===== src/rtl/larpix_cfg_sequencer.sv =====
// Round-robin arbiter and packet sequencer sharing one LArPix UART TX/RX pair
// between NUM_REQ config requesters. Define LARPIX_CFG_RETRY_EN for read retries.
module larpix_cfg_sequencer #(
  parameter int unsigned  NUM_REQ        = 4,
  parameter logic [31:0]  MAGIC          = 32'h89_50_4E_47,
  parameter int unsigned  TIMEOUT_CYCLES = 2048,
  localparam int unsigned IDW            = (NUM_REQ > 1) ? $clog2(NUM_REQ) : 1
) (
  input  logic                 clk,
  input  logic                 reset,
  input  logic [NUM_REQ-1:0]   req_valid,
  output logic [NUM_REQ-1:0]   req_ready,
  input  logic [NUM_REQ-1:0]   req_op,
  input  logic [8*NUM_REQ-1:0] req_chip_id,
  input  logic [8*NUM_REQ-1:0] req_addr,
  input  logic [8*NUM_REQ-1:0] req_data,
  output logic [63:0]          tx_data,
  output logic                 ld_tx_data,
  input  logic                 tx_busy,
  input  logic                 rx_valid,
  input  logic [62:0]          rx_data,
  input  logic                 rx_parity_error,
  output logic                 rsp_valid,
  output logic [IDW-1:0]       rsp_id,
  output logic [7:0]           rsp_data,
  output logic [1:0]           rsp_status,
  output logic                 busy
);

  typedef enum logic [2:0] {
    S_IDLE, S_GRANT, S_LOAD, S_WAIT_BUSY, S_WAIT_DONE, S_WAIT_RSP, S_RESP
  } state_t;

  localparam logic [1:0] ST_OK      = 2'd0;
  localparam logic [1:0] ST_TIMEOUT = 2'd1;
  localparam logic [1:0] ST_PARITY  = 2'd2;

  state_t         state_q, state_d;
  logic [IDW-1:0] idx_q, idx_d;
  logic [IDW-1:0] ptr_q, ptr_d;
  logic           first_q, first_d;
  logic           op_q, op_d;
  logic [7:0]     chip_q, chip_d;
  logic [7:0]     addr_q, addr_d;
  logic [63:0]    tx_data_q, tx_data_d;
  logic [15:0]    cnt_q, cnt_d;
  logic [1:0]     status_q, status_d;
  logic [7:0]     rdata_q, rdata_d;
`ifdef LARPIX_CFG_RETRY_EN
  logic [1:0]     retry_q, retry_d;
`endif

  logic           arb_found;
  logic [IDW-1:0] arb_pick;
  logic           rx_match;
  logic           rx_unused;

  assign rx_unused = ^rx_data[62:26];

  function automatic logic [63:0] build_pkt(input logic rd, input logic [7:0] chip,
                                            input logic [7:0] addr, input logic [7:0] data);
    logic [62:0] body;
    body = {5'b0, MAGIC, (rd ? 8'h00 : data), addr, chip, 1'b1, rd};
    return {~^body, body};
  endfunction

  // Before the first grant after reset, the search starts at requester 0.
  always_comb begin
    int unsigned start;
    int unsigned cand;
    arb_found = 1'b0;
    arb_pick  = '0;
    start     = first_q ? 0 : 32'(ptr_q) + 1;
    if (start >= NUM_REQ) start = 0;
    for (int unsigned k = 0; k < NUM_REQ; k++) begin
      cand = start + k;
      if (cand >= NUM_REQ) cand = cand - NUM_REQ;
      if (!arb_found && req_valid[IDW'(cand)]) begin
        arb_found = 1'b1;
        arb_pick  = IDW'(cand);
      end
    end
  end

  assign rx_match = rx_valid && (rx_data[1:0] == 2'b11) && (rx_data[17:10] == addr_q) &&
                    ((chip_q == 8'hFF) || (rx_data[9:2] == chip_q));

  always_comb begin
    logic       fail;
    logic [1:0] fail_status;
    state_d     = state_q;
    idx_d       = idx_q;
    ptr_d       = ptr_q;
    first_d     = first_q;
    op_d        = op_q;
    chip_d      = chip_q;
    addr_d      = addr_q;
    tx_data_d   = tx_data_q;
    cnt_d       = cnt_q;
    status_d    = status_q;
    rdata_d     = rdata_q;
`ifdef LARPIX_CFG_RETRY_EN
    retry_d     = retry_q;
`endif
    fail        = 1'b0;
    fail_status = ST_OK;

    case (state_q)
      S_IDLE: begin
        if (arb_found) begin
          idx_d   = arb_pick;
          ptr_d   = arb_pick;
          first_d = 1'b0;
          state_d = S_GRANT;
        end
      end
      S_GRANT: begin
        op_d      = req_op[idx_q];
        chip_d    = req_chip_id[idx_q*8 +: 8];
        addr_d    = req_addr[idx_q*8 +: 8];
        tx_data_d = build_pkt(req_op[idx_q], req_chip_id[idx_q*8 +: 8],
                              req_addr[idx_q*8 +: 8], req_data[idx_q*8 +: 8]);
        status_d  = ST_OK;
        rdata_d   = 8'h00;
`ifdef LARPIX_CFG_RETRY_EN
        retry_d   = 2'd0;
`endif
        state_d   = S_LOAD;
      end
      S_LOAD: state_d = S_WAIT_BUSY;
      S_WAIT_BUSY: begin
        if (tx_busy) state_d = S_WAIT_DONE;
      end
      S_WAIT_DONE: begin
        if (!tx_busy) begin
          if (op_q) begin
            cnt_d   = '0;
            state_d = S_WAIT_RSP;
          end else begin
            state_d = S_RESP;
          end
        end
      end
      S_WAIT_RSP: begin
        cnt_d = cnt_q + 16'd1;
        if (rx_match) begin
          if (rx_parity_error) begin
            fail        = 1'b1;
            fail_status = ST_PARITY;
          end else begin
            status_d = ST_OK;
            rdata_d  = rx_data[25:18];
            state_d  = S_RESP;
          end
        end else if (cnt_q == 16'(TIMEOUT_CYCLES - 1)) begin
          fail        = 1'b1;
          fail_status = ST_TIMEOUT;
        end
        if (fail) begin
          status_d = fail_status;
`ifdef LARPIX_CFG_RETRY_EN
          if (retry_q != 2'd2) begin
            retry_d = retry_q + 2'd1;
            state_d = S_LOAD;
          end else begin
            state_d = S_RESP;
          end
`else
          state_d = S_RESP;
`endif
        end
      end
      S_RESP:  state_d = S_IDLE;
      default: state_d = S_IDLE;
    endcase
  end

  always_ff @(posedge clk or posedge reset) begin
    if (reset) begin
      state_q   <= S_IDLE;
      idx_q     <= '0;
      ptr_q     <= '0;
      first_q   <= 1'b1;
      op_q      <= 1'b0;
      chip_q    <= '0;
      addr_q    <= '0;
      tx_data_q <= '0;
      cnt_q     <= '0;
      status_q  <= '0;
      rdata_q   <= '0;
`ifdef LARPIX_CFG_RETRY_EN
      retry_q   <= '0;
`endif
    end else begin
      state_q   <= state_d;
      idx_q     <= idx_d;
      ptr_q     <= ptr_d;
      first_q   <= first_d;
      op_q      <= op_d;
      chip_q    <= chip_d;
      addr_q    <= addr_d;
      tx_data_q <= tx_data_d;
      cnt_q     <= cnt_d;
      status_q  <= status_d;
      rdata_q   <= rdata_d;
`ifdef LARPIX_CFG_RETRY_EN
      retry_q   <= retry_d;
`endif
    end
  end

  assign req_ready  = (state_q == S_GRANT) ? (NUM_REQ'(1) << idx_q) : '0;
  assign tx_data    = tx_data_q;
  assign ld_tx_data = (state_q == S_LOAD);
  assign rsp_valid  = (state_q == S_RESP);
  assign rsp_id     = (state_q == S_RESP) ? idx_q : '0;
  assign rsp_data   = (state_q == S_RESP) ? rdata_q : '0;
  assign rsp_status = (state_q == S_RESP) ? status_q : '0;
  assign busy       = (state_q != S_IDLE);

endmodule


===== config.mk =====
export PLATFORM = sky130hd
export DESIGN_NAME = larpix_cfg_sequencer
export DESIGN_NICKNAME = d
export VERILOG_FILES = /design/src/rtl/larpix_cfg_sequencer.sv
export SDC_FILE = /design/constraint.sdc
export NUM_CORES = 1
export LEC_CHECK = 0
export CAP_MARGIN = 20
export CORE_MARGIN = 3
export CORE_UTILIZATION = 39
export CTS_CLUSTER_DIAMETER = 60
export DETAILED_ROUTE_END_ITERATION = 10
export GPL_ROUTABILITY_DRIVEN = 0
export PLACE_DENSITY = 0.85
export SLEW_MARGIN = 20
export SYNTH_ARGS = -nofsm -noshare
export SYNTH_HDL_FRONTEND = slang
export SYNTH_SLANG_ARGS = --single-unit

===== constraint.sdc =====
create_clock -name clk -period 5.45 [get_ports clk]
set_input_delay 1.3625 -clock clk [delete_from_list [all_inputs] [get_ports clk]]
set_output_delay 1.3625 -clock clk [all_outputs]
set_load 0.005 [all_outputs]

-- Yosys cells after proc, flatten, opt, wreduce, memory -nomap -nowiden
Index checks and enable logic that the tools add are counted.
- $add $sub $neg: 9
- multipliers: 0
- divide/modulo/power cells: 0
- magnitude comparators: 10
- equality and inequality tests: 19
- shift operators: 4
- multiplexer cells: 54
- bitwise gates (word level): 0
- reductions and logical operators: 20
- operators with widths (kind ; count):
    $shiftx 32x6->8 ; 3
    $reduce_xnor 63->1 ; 1
    $mux 16 ; 2
    $mux 2 ; 16
    $mux 8 ; 4
    $pmux 16 s2 ; 1
    $mux 3 ; 8
    $pmux 3 s6 ; 1
    $add 16x1->16 const B ; 1
    $eq 16x11->1 const B ; 1
    $eq 8x8->1 ; 2
    $pmux 8 s2 ; 1
    $lt 2x3->1 const B ; 5
    $mux 1 ; 14
    $ge 4x3->1 const B ; 3
    $ne 2x2->1 const B ; 6
    $bmux 1 s2 ; 5
    $eq 3x3->1 const B ; 3
    $reduce_and 3->1 ; 3
    $add 3x2->4 const B ; 2
    $eq 8x8->1 const B ; 1
    $sub 2x1->2 const B ; 4
    $eq 3x2->1 const B ; 2
    $ge 3x3->1 const B ; 2
    16 further kinds ; 25
- register bits after elaboration: 89
- bits in latches: 0
- memory bits (writable): 0
- bits in read-only memories: 0
- input bits: 172
- output and inout bits: 83
- word-level logic and storage cells: 126
- memories: 0

-- Logic depth before layout (Yosys ltp)
Gate-level depths: netlist (run 1).
- word-level depth: 20
- depth in mapped cells: 12

-- Worst setup path after synthesis (run 1)
Ideal clock, no wire load.
- kind: input to register
- start: in req_valid[0]
- end: reg ptr_q[0]
- setup time: 0.077 ns
- arrival: 2.798 ns
- data required time: 5.373 ns
- path slack: 2.575 ns
- stages on the path: 7
- path buffers: 0
- cells stage by stage: or4b_2 -> a211oi_1 -> o32ai_1 -> nor2b_1 -> nand2_1 -> o21ai_0 -> a21oi_1
- word-level cells in the longest chain between the ends: 13
- elaborated cells between the ends (all ways): 23
- those cells by class: mux (16); reduce/logical (7)
- ends and longest elaborated chain (item ; RTL line ; source):
    start: declaration ; 11 ; input logic [NUM_REQ-1:0] req_valid,
    $bmux 1 s2 ; 78 ; if (!arb_found && req_valid[IDW'(cand)]) begin
    $mux 1 (not written as such) ; 78 ;
    $mux 1 ; 78 ;
    $logic_not 1->1 ; 78 ;
    $logic_and 1x1->1 ; 78 ;
    $mux 1 ; 78 ;
    $logic_not 1->1 ; 78 ;
    $logic_and 1x1->1 ; 78 ;
    $mux 1 ; 78 ;
    $logic_not 1->1 ; 78 ;
    $logic_and 1x1->1 ; 78 ;
    $mux 1 ; 78 ;
    $reduce_and 2->1 (no source line) ; n/a ;
    end signal: assignment ; 197 ; ptr_q <= ptr_d;
    end: declaration ; 40 ; logic [IDW-1:0] ptr_q, ptr_d;
Several ways; a longest one is shown, not always the timed one. The select of a mux whose other input is x is not followed.
A chain may end at the register's enable or synchronous reset.

-- Worst setup path after layout (run 1)
- start: reg state_q[0]
- end: out req_ready[0]
- word-level cells in the longest chain between the ends: 2
- ends and longest elaborated chain (item ; RTL line ; source):
    start: declaration ; 38 ; state_t state_q, state_d;
    start signal: assignment ; 195 ; state_q <= state_d;
    $eq 3x1->1 ; 212 ; assign req_ready = (state_q == S_GRANT) ? (NUM_REQ'(1) << idx_q) : '0;
    $mux 4 ; 212 ;
    end: declaration ; 12 ; output logic [NUM_REQ-1:0] req_ready,
Every way passes these cells.

==> impl_metrics.yaml, run 1 <==
timing:
  max_slew_margin: 0.276
  rsz0062_at_grt: "no"
  hold_viol_final: 0
  max_freq_ghz: 0.226
  finalSetupViolations: 0
  finClkSkew_ns: 0.0120
  slew_violations: 0
  post-route-period-util: 0.812
  setup_ws_ns: 1.03
  worstMarginPinSlew_ns: 1.08
  setup_tns_ns: 0
  period_minus_slack_ns: 4.42
floorplanning:
  die_h_um: 112
  rows: 38
  dieWidth_um: 112
  coreArea_sq_mm: 0.0109
  io_pins: 255
  die-area_sq_mm: 0.0125
  floorplan.initialDensity: 0.402
drt:
  first_pass_iters: 5
  drtAntennaViolNets: 0
  drt_iter0_drc: 168
  drc: 0
  wl_per_cell_um: 15.2
  dr_total_vias: 4036
  viasPerCell: 5.06
  routed_wl_um: 12100
critical_path:
  arrival_ns: 3.06
  endpoint_kind: "primary output"
  critPathBufInv: 1
  path_cells: "nor2b_1 -> nor2b_2 -> and2_1 -> clkdlybuf4s50_1"
  critPathSlowestCell: "nor2b_2"
  start_kind: "flop"
  crit_family: "simple AND/OR/NAND/NOR gates"
  crit_fanout: 28
  critical_path_class: "reg -> out"
  critPathMaxStageDelay_ns: 0.97
  required_ns: 4.09
global_routing:
  grt_max_degree: 60
  grt_use_total: 0.192
  antenna_found_initial: 0
  grt_pass1_wl_um: 19700
  grt_pass1_vias: 4130
  overflow: 0
clock_tree:
  numCtsBuffers: 9
  cts_hold_buf: 0
  cts_max_level: 3
  clock_latency_ns: 0.33
  cts_max_path_buffers: 2
  clock-root-buffer: "clkbuf_8"
  cts_resized: 0
  cts_sinks: 59
  clk_pin_slew_worst_paths_ns: 0.07
  cts_tree: "done"
  postCtsSetupRepairBufs: 0
logic_synthesis:
  avgSynthCellArea_sq_um: 9.07
  yosys.area.top_type: "dfrtp_1"
  synth_top_flop_cell: "dfrtp_1"
  synth_edf_count: 0
  synth_top_area_frac: 0.331
  yosys_warnings: 0
  ys_ff_latch: 59
  syn-cell-area_sq_mm: 0.00438
  syn_inst: 483
  async_reset_ff_frac: 1.00
  synth_cell_types: 50
  ys_seq_area_frac: 0.337
  ys_top_cells_by_area: "dfrtp_1 33%, mux4_2 11%, nand2_1 8.7%"
outcome:
  outcome: "completed"
finish:
  drive_above_1_share: 0.0761
  multiInputGateArea_sq_mm: 0.00253
  final_cell_mix: "193 x clkdlybuf4s50_1, 101 x nand2_1, 57 x dfrtp_1"
  postLayoutCoreUtil: 0.588
  final_common_cell: "clkdlybuf4s50_1"
  fillers: 894
  diodes: 0
  synthToLayoutAreaGrowth_pct: 46.2
  nets: 829
  ff_latch_area_sq_mm: 0.00148
worst_hold_path:
  hold_class: "reg -> reg"
job:
  cap_violations: 0
power:
  cellLeakagePower_uw: 0.00271
  powerDensity_mw_per_mm2: 475
  irDropWorstVdd_mv: 0.262
place:
  port_buffers: 193
  dp_slack_ns: 1.43
  dp_hpwl_um: 9900
[kinds of logic (layout without fill, tap and decap cells)]
kind of cell | after synthesis | in the layout | synth area share
AO/OA/AOI/OAI | 49 | 49 | 0.0691
XOR/XNOR | 49 | 49 | 0.0980
buffers and inverters | 75 | 226 | 0.105
adder cells (fa/ha/maj) | 5 | 5 | 0.0143
other | 1 | 24 | 0.000856
flip-flops | 59 | 59 | 0.337
multiplexers | 37 | 37 | 0.155
AND/OR/NAND/NOR | 208 | 208 | 0.220
[layout make-up]
type                            count  share of cell area
Sequential cell                    59               0.231
Clock inverter                      1             0.00469
Multi-Input combinational cell    372               0.396
Timing Repair Buffer              196               0.305
Tap cell                          140              0.0274
Clock buffer                       15              0.0276
Inverter                           14             0.00821
[cell usage after synthesis (all sizes together), types with 2 or more instances]
cell / count
a211oi: 2
a21o: 2
a21oi: 14
and2: 17
and3: 3
buf: 44
clkbuf: 17
dfrtp: 58
ha: 5
inv: 14
mux2: 2
mux2i: 11
mux4: 24
nand2: 101
nand2b: 2
nand3: 16
nand4: 9
nor2: 28
nor2b: 7
nor3: 7
nor3b: 2
nor4: 4
o21ai: 17
o22ai: 2
o31ai: 2
o32ai: 2
or2: 2
or3: 5
xnor2: 35
xor2: 14
[tightest hold or removal path, cell delays in order, from the launching register on]
cell and delay, ns:
dfrtp_1 0.34, nand2_1 0.05, nand2_1 0.05
[per-layer routing]
layer | vias up | wire (um) | GRT usage
met4 | 0 | 299 | 0.0681
met5 | - | 0 | 0
li1 | 1930 | - | -
met3 | 24 | 783 | 0.0359
met1 | 1891 | 4550 | 0.222
met2 | 191 | 6490 | 0.354
[flip-flops by register name, summed over array words and instances, names as in the netlist]
register / count
state_q: 3
tx_data: 13
cnt_q: 16
first_q: 1
ptr_q: 2
rdata_q: 8
status_q: 2
chip_q: 7
addr_q: 7
[path summary, 6_finish.rpt]
check	slack [ns]	from	cells after the start	endpoint
max	1.03	state_q[0]	4	req_ready[0]
min	0.47	tx_data[19]	2	tx_data[19]
max reg2reg	1.82	ptr_q[0]	10	ptr_q[0]
min reg2reg	0.47	tx_data[19]	2	tx_data[19]
max in group asynchronous	3.35	reset	3	ptr_q[0]
min in group asynchronous	1.57	reset	3	chip_q[4]
[report_power, final]
part | total, uW | internal (uW) | switching, uW
registers | 722 | 571 | 151
clock network | 408 | 250 | 158
logic | 1910 | 1000 | 909
total | 3040 | 1820 | 1220
[stage by stage]
step	instance area [sq um]	std cells	hold WS [ns]	power, uW
after floorplan	4470	506	0.448	2100
after global placement	6190	781	0.452	2580
after detailed placement	6190	781	0.458	2650
after CTS	6400	797	0.473	3070
after global routing	6400	797	0.492	3280
final	6400	797	0.471	3040
No activity file was read; power rests on OpenSTA's default activity.
==> run 2: changes to the inputs <==
==> constraint.sdc (replaced) <==
create_clock -name clk -period 4.3 [get_ports clk]
set_input_delay 1.075 -clock clk [delete_from_list [all_inputs] [get_ports clk]]
set_output_delay 1.075 -clock clk [all_outputs]
set_load 0.005 [all_outputs]
==> run 2 against run 1 <==
Compared with the run above:
- via count down 0.62%
- register-to-register slack worse by 0.63 ns
- setup slack worse by 0.39 ns
- cell count up 0.38%
- design area about the same
- sequential power up 27%
==> impl_metrics.yaml, run 2 (synthesized netlist as in run 1, its figures left out) <==
clock_tree:
  numCtsBuffers: 9
  cts_max_path_buffers: 2
  cts_max_level: 3
  postCtsSetupRepairBufs: 0
  clock-root-buffer: "clkbuf_8"
  clock_latency_ns: 0.32
  clk_pin_slew_worst_paths_ns: 0.07
  cts_tree: "done"
  cts_hold_buf: 0
  cts_sinks: 59
  cts_resized: 0
floorplanning:
  die-area_sq_mm: 0.0125
  coreArea_sq_mm: 0.0109
  floorplan.initialDensity: 0.402
  die_h_um: 112
  dieWidth_um: 112
  rows: 38
  io_pins: 255
finish:
  largest_reg_flops: 16
  final_common_cell: "clkdlybuf4s50_1"
  regMostFlops: "cnt_q"
  nets: 831
  fillers: 917
  drive_above_1_share: 0.0819
  final_cell_area_sq_mm: 0.00641
  postLayoutCoreUtil: 0.588
  synthToLayoutAreaGrowth_pct: 46.3
  stdcell_count: 800
  final_cell_mix: "193 x clkdlybuf4s50_1, 101 x nand2_1, 57 x dfrtp_1"
critical_path:
  start_kind: "flop"
  r2r_slack_ns: 1.19
  critPathMaxStageDelay_ns: 0.56
  ff2ff_path_depth: 10
  required_ns: 3.22
  endpoint_kind: "primary output"
  arrival_ns: 2.59
  timing.rr.start: "ptr_q[1]"
  critPathSlowestCell: "nor2b_2"
  critical_path_class: "reg -> out"
  path_cells: "nor2b_1 -> nor2b_2 -> and2_1 -> clkdlybuf4s50_1"
  r2r_end: "ptr_q[0]"
  crit_fanout: 13
global_routing:
  grt_max_degree: 44
  antenna_found_initial: 1
  grt_use_total: 0.191
  overflow: 0
  grt_pass1_vias: 4175
  grt_pass1_wl_um: 19900
drt:
  drtAntennaViolNets: 0
  dr_total_vias: 4011
  drc: 0
  wl_per_cell_um: 14.9
  first_pass_iters: 5
  routed_wl_um: 11900
  viasPerCell: 5.01
  drt_iter0_drc: 184
power:
  p_comb_frac: 0.631
  swShare: 0.404
  clockPowerShare: 0.129
  pwr-share-seq: 0.240
  p_int_uw: 2280
  p_total_uw: 3830
  cellLeakagePower_uw: 0.00271
  powerDensity_mw_per_mm2: 598
  power_switching_uw: 1550
  irDropWorstVdd_mv: 0.329
timing:
  worstMarginPinSlew_ns: 0.889
  period_minus_slack_ns: 3.66
  hold_viol_final: 0
  slew_violations: 0
  post-route-period-util: 0.851
  max_freq_ghz: 0.273
  rsz0062_at_grt: "no"
  finalSetupViolations: 0
  finClkSkew_ns: 0.00980
  max_slew_margin: 0.406
  setup_tns_ns: 0
place:
  place_inst: 783
  placed_cell_area_sq_mm: 0.00621
  port_buffers: 193
  dp_hpwl_um: 9720
worst_hold_path:
  hold_class: "reg -> reg"
  min_path_cells: 2
  holdPathEnd: "tx_data[24]"
  hold_start: "tx_data[24]"
outcome:
  outcome: "completed"
job:
  cap_violations: 0
## run 2: cell type report
type / instances / area (sq um) / share of cell area
Tap cell: 140 / 175 / 0.0273
Inverter: 14 / 52.6 / 0.00820
Antenna cell: 1 / 2.50 / 0.000391
Clock inverter: 5 / 52.6 / 0.00820
Clock buffer: 11 / 141 / 0.0221
Sequential cell: 59 / 1480 / 0.231
Multi-Input combinational cell: 372 / 2530 / 0.396
Timing Repair Buffer: 198 / 1970 / 0.307
## run 2: routing by layer
layer  track usage  wire [um]  up-vias
met4        0.0697        285        0
met5             0          0        -
met1         0.228       4580     1854
met2         0.351       6300      186
li1              -          -     1941
met3        0.0255        729       30
## run 2: critical path: cells and delay by family, from the launching register on
family / cells / cell delay [ns]
flops: 1 / 0.51
simple gates: 3 / 1.24
buf+inv: 1 / 0.51
## run 2: how the worst max path moves through the flow
stage	startpoint	endpoint	slack [ns]	cells past startpoint
finish	state_q[0]	req_ready[2]	0.64	4
global route	state_q[0]	req_ready[2]	0.43	4
CTS	state_q[0]	req_ready[2]	0.66	4
detailed placement	req_valid[0]	ptr_q[0]	0.92	8
global placement	req_valid[0]	ptr_q[0]	1.03	8
floorplan	ptr_q[1]	ptr_q[0]	1.60	11
## run 2: stage by stage
stage / hold WS, ns / worst slack, ns
after CTS: 0.478 / 0.661
after detailed placement: 0.463 / 0.918
final: 0.476 / 0.639
after floorplan: 0.448 / 1.60
after global placement: 0.453 / 1.03
after global routing: 0.504 / 0.430
## run 2: power groups by stage
stage	logic [uW]	clock network, uW	registers [uW]
2_1_floorplan	1800	0	864
3_3_place_gp	2350	0	919
3_5_place_dp	2420	0	932
4_1_cts	2430	503	922
5_1_grt	2660	532	953
6_report	2420	493	920
